**config.mk**
```make
export PLATFORM = sky130hd
export DESIGN_NAME = bin_a_bcd_seq
export DESIGN_NICKNAME = d
export VERILOG_FILES = /design/src/rtl/bin_a_bcd_seq.sv
export SDC_FILE = /design/constraint.sdc
export NUM_CORES = 1
export LEC_CHECK = 0
export ABC_AREA = 1
export BUFFER_PORTS_ARGS = -buffer_cell sky130_fd_sc_hd__buf_2
export CAP_MARGIN = 20
export CORE_ASPECT_RATIO = 1.2
export CORE_MARGIN = 5
export CORE_UTILIZATION = 50
export DETAILED_ROUTE_END_ITERATION = 7
export GPL_TIMING_DRIVEN = 0
export PLACE_DENSITY = 0.81
export SETUP_SLACK_MARGIN = 0.3
export SLEW_MARGIN = 20
export SYNTH_ARGS = -nofsm -noshare
export SYNTH_HDL_FRONTEND = slang
export SYNTH_SLANG_ARGS = --single-unit
```
**constraint.sdc**
```tcl
create_clock -name clk -period 2.37 [get_ports clk]
set_input_delay 0.1185 -clock clk [delete_from_list [all_inputs] [get_ports clk]]
set_output_delay 0.1185 -clock clk [all_outputs]
set_load 0.02 [all_outputs]
```
**src/rtl/bin_a_bcd_seq.sv**
```systemverilog
// Sequential binary-to-BCD converter (shift-and-add-3).
// Ports: clk, rst_n, start, bin[WIDTH] in; busy, done, bcd[4*DIGITS] out.
module bin_a_bcd_seq #(
  parameter int WIDTH  = 8,
  parameter int DIGITS = 3
) (
  input  logic                  clk,
  input  logic                  rst_n,
  input  logic                  start,
  input  logic [WIDTH-1:0]      bin,
  output logic                  busy,
  output logic                  done,
  output logic [4*DIGITS-1:0]   bcd
);

  localparam int TW = 4*DIGITS + WIDTH;
  localparam int CW = $clog2(WIDTH + 1);
  localparam logic [CW-1:0] CNT_INIT = CW'(WIDTH);
  localparam logic [CW-1:0] CNT_ONE  = CW'(1);

  function automatic logic [63:0] pow10(input int n);
    logic [63:0] p;
    p = 64'd1;
    for (int i = 0; i < n; i++) p = p * 64'd10;
    return p;
  endfunction

  localparam logic [63:0] MAXV = (64'd1 << WIDTH) - 64'd1;

  if (WIDTH < 1 || WIDTH > 16) begin : g_bad_width
    $error("bin_a_bcd_seq: WIDTH out of range");
  end
  if (pow10(DIGITS) <= MAXV) begin : g_bad_digits
    $error("bin_a_bcd_seq: DIGITS too small");
  end

  typedef enum logic [1:0] {IDLE, SHIFT, FIN} state_t;

  state_t                r_state;
  logic [TW-1:0]         r_work;
  logic [CW-1:0]         r_cnt;
  logic [4*DIGITS-1:0]   r_bcd;
  logic                  r_done;
  logic                  r_busy;

  state_t                w_state_nxt;
  logic [TW-1:0]         w_adj;
  logic [TW-1:0]         w_work_nxt;
  logic [CW-1:0]         w_cnt_nxt;
  logic [4*DIGITS-1:0]   w_bcd_nxt;
  logic                  w_done_nxt;
  logic                  w_busy_nxt;

  // Nibbles are adjusted independently; no carry crosses a digit.
  always_comb begin
    w_adj = r_work;
    for (int d = 0; d < DIGITS; d++) begin
      if (w_adj[WIDTH+4*d +: 4] >= 4'd5)
        w_adj[WIDTH+4*d +: 4] = w_adj[WIDTH+4*d +: 4] + 4'd3;
    end
  end

  always_comb begin
    w_state_nxt = r_state;
    w_work_nxt  = r_work;
    w_cnt_nxt   = r_cnt;
    w_bcd_nxt   = r_bcd;
    w_done_nxt  = (r_state == FIN);
    // Busy trails the state by one cycle.
    w_busy_nxt  = (r_state != IDLE);
    unique case (r_state)
      IDLE: begin
        if (start) begin
          w_work_nxt  = {{(4*DIGITS){1'b0}}, bin};
          w_cnt_nxt   = CNT_INIT;
          w_state_nxt = SHIFT;
        end
      end
      SHIFT: begin
        w_work_nxt = {w_adj[TW-2:0], 1'b0};
        w_cnt_nxt  = r_cnt - CNT_ONE;
        if (r_cnt == CNT_ONE)
          w_state_nxt = FIN;
      end
      FIN: begin
        w_bcd_nxt   = r_work[TW-1:WIDTH];
        w_state_nxt = IDLE;
      end
      default: w_state_nxt = IDLE;
    endcase
  end

  always_ff @(posedge clk or negedge rst_n) begin
    if (!rst_n) begin
      r_state <= IDLE;
      r_work  <= '0;
      r_cnt   <= '0;
      r_bcd   <= '0;
      r_done  <= 1'b0;
      r_busy  <= 1'b0;
    end else begin
      r_state <= w_state_nxt;
      r_work  <= w_work_nxt;
      r_cnt   <= w_cnt_nxt;
      r_bcd   <= w_bcd_nxt;
      r_done  <= w_done_nxt;
      r_busy  <= w_busy_nxt;
    end
  end

  assign busy = r_busy;
  assign done = r_done;
  assign bcd  = r_bcd;

endmodule

```
==> impl_metrics.py <==
metrics = {
    "clocking": {
        "cts_resized": 0,
        "clock_latency_ps": 290,
        "postCtsSetupBuffers": 0,
        "cts_tree": "yes",
        "clkSinkCount": 40,
        "cts-root-buf": "clkbuf_8",
        "numCtsBuffers": 5,
        "htreeDepth": 2,
        "clk_path_buf_depth": 2,
        "path_clk_slew_ps": 70,
    },
    "finish": {
        "final_layout_size_suffix_gt1_share_pct": 17.3,
        "fin_util_pct": 59.7,
        "mostFrequentLayoutCells": "nand2_1, dfrtp_1, o21ai_0",
        "fin_area_um2": 2190,
        "multi_input_area_um2": 748,
        "final.fill_count": 328,
        "final_common_cell": "nand2_1",
        "seqCellArea_um2": 1000,
        "diodes": 0,
        "layout.nets": 273,
        "area_delta_synth_final_pct": 15.0,
    },
    "global_routing": {
        "grt_max_degree": 41,
        "grt_pass1_vias": 1479,
        "grt_usage_pct": 15.7,
        "gr-total-overflow": 0,
        "grt_pass1_wl_mm": 6.29,
        "antenna_found_initial": 0,
    },
    "yosys": {
        "avgSynthCellArea_um2": 8.56,
        "synth_nets": 241,
        "ys_seq_elements": 40,
        "yosysUniqueCellTypes": 20,
        "syn-cell-area_um2": 1900,
        "synth_area_leaders": "dfrtp_1, nand2_1, o21ai_0, ha_1, nand3_1",
        "yosysWarnings": 0,
        "synth.top_cell.area_share_pct": 52.7,
        "yosys.area.top_type": "dfrtp_1",
        "netlist_instances": 222,
        "ys_seq_area_share_pct": 52.7,
    },
    "routing": {
        "drtIter0Drc": 70,
        "vias": 1538,
        "wl_per_cell_um": 11.7,
        "dr.pass1.iters": 4,
        "routed_wl_mm": 3.59,
        "drcViolationCount": 0,
        "via_per_inst": 5.01,
        "drtAntennaViolNets": 0,
    },
    "power_and_ir_drop": {
        "powerDensity_nw_per_um2": 1360,
        "irDropWorstVdd_mv": 0.638,
        "leakage_uw": 0.00114,
    },
    "timing": {
        "skew_ps": 7.12,
        "worstMarginPinSlew_ps": 850,
        "finalSetupTns_ps": 0,
        "drv_slew": 0,
        "maxSlewHeadroom_pct": 43.3,
        "period_needed_ps": 1270,
        "max_freq_mhz": 784,
        "hold_violations": 0,
        "finalSetupViolations": 0,
        "rsz0062_at_grt": "false",
        "min_period_over_period_pct": 53.8,
    },
    "setup_path": {
        "cp.arrival_ps": 1460,
        "crit_family": "flip-flops",
        "crit_path_cell_trace": "inv_1, ha_1, inv_1, nand2_1, nand3_1, nand2_1, o21bai_1",
        "startpoint_type": "register",
        "setup.worst_path.start": "r_work[12]$_DFFE_PN0P_",
        "cp_slowest_cell": "dfrtp_1",
        "worstPathRequired_ps": 2550,
        "cp_num_buf_inv": 2,
        "cp-end-kind": "register",
        "slowest_delay_ps": 410,
        "criticalPathCategory": "reg -> reg",
        "cp_max_fo": 5,
        "r2r-start": "r_work[12]$_DFFE_PN0P_",
    },
    "die": {
        "die_w_um": 66.3,
        "dieArea_um2": 5140,
        "core_um2": 3660,
        "die_y_um": 77.5,
        "core.rowCount": 24,
        "start_util_pct": 51.9,
        "num_io_pins": 25,
    },
    "outcome": {
        "status": "finished, final reports clean",
    },
    "placement": {
        "io_buffers": 24,
        "detailed_place_hpwl_mm": 2.55,
        "gp_congestion": 0.784,
        "postPlaceCellArea_um2": 2090,
    },
    "job": {
        "maxCapViolations": 0,
    },
    "min_path": {
        "hold_start": "bin[0]",
        "worstHoldPathType": "in -> reg",
    },
}
## layout make-up
class                      instances  share of cell area, %
clock buffer                       8                   4.12
sequential                        40                   45.8
timing repair buffer              25                   5.95
inverter                          25                   4.29
buffer                             6                   2.63
tap                               52                   2.98
multi-input combinational        151                   34.2
## synthesized netlist by cell type
library cell and number:
inv_2 4, inv_1 21, nand2_1 62, nor3_1 1, o21ai_0 31, dfrtp_1 40, nor2_1 11, buf_4 1
nor2_2 1, or2_2 1, o22ai_1 1, o21bai_1 2, clkbuf_2 1, ha_1 8, nand4_1 6, nand2_2 1
o21ai_1 6, nand3_1 19, nand2_4 1, buf_6 4
## cell families after synthesis
group / after synthesis / synth area share (%)
DFF: 40 / 52.7
and+or+nand+nor: 103 / 23.2
AOI/OAI and AO/OA: 40 / 10.9
adders and majority gates: 8 / 5.27
buffers and inverters: 31 / 7.97
## tightest hold or removal path: stages
cell and delay (ps):
buf_2 80, nand3_1 60, nand2_1 60
## repair_timing
item,CTS,global route
hold endpoints to repair,40,0
hold buffers,1,0
endpoints found under the setup margin,0,0
## report_power, final
group          internal [uW]  leakage [uW]  switching (uW)  total (uW)
logic                    498      0.000598             858        1360
registers                987      0.000498             181        1170
clock network            237     0.0000455             221         459
total                   1720       0.00114            1260        2980
## per-stage QoR
step	power, uW	setup WS (ps)	cells	hold WS (ps)
final	2980	1100	307	59.5
after global routing	3270	948	307	68.8
after CTS	3000	1100	307	61.4
after detailed placement	2540	1100	298	282
after global placement	2480	1140	298	281
after floorplan	2170	1240	222	-177
## per-layer routing
metal | vias up | wire, um | part of all wire, % | track usage (%)
li1 | 782 | - | - | -
met1 | 716 | 1660 | 46 | 19.5
met2 | 36 | 1690 | 47 | 25.3
met3 | 4 | 173 | 4.8 | 4.34
met4 | 0 | 63 | 1.8 | 6.71
met5 | - | 0 | 0 | 0
## sequential cells by signal (all words and copies together), names as in the netlist
| signal | count |
|---|---|
| busy | 1 |
| r_cnt | 4 |
| r_state | 2 |
| r_work | 20 |
| done | 1 |
| bcd | 12 |
## worst paths after layout
kind	end	slack, ps	cells past startpoint
worst max-delay path	r_work[16]$_DFFE_PN0P_	1100	7
worst min-delay path	r_work[0]$_DFFE_PN0P_	60	3
worst max register to register	r_work[16]$_DFFE_PN0P_	1100	7
worst min register to register	bcd[3]$_DFFE_PN0P_	480	2
max in group asynchronous	bcd[6]$_DFFE_PN0P_	1360	2
min in group asynchronous	bcd[1]$_DFFE_PN0P_	480	2
No activity file was read; power rests on OpenSTA's default activity.
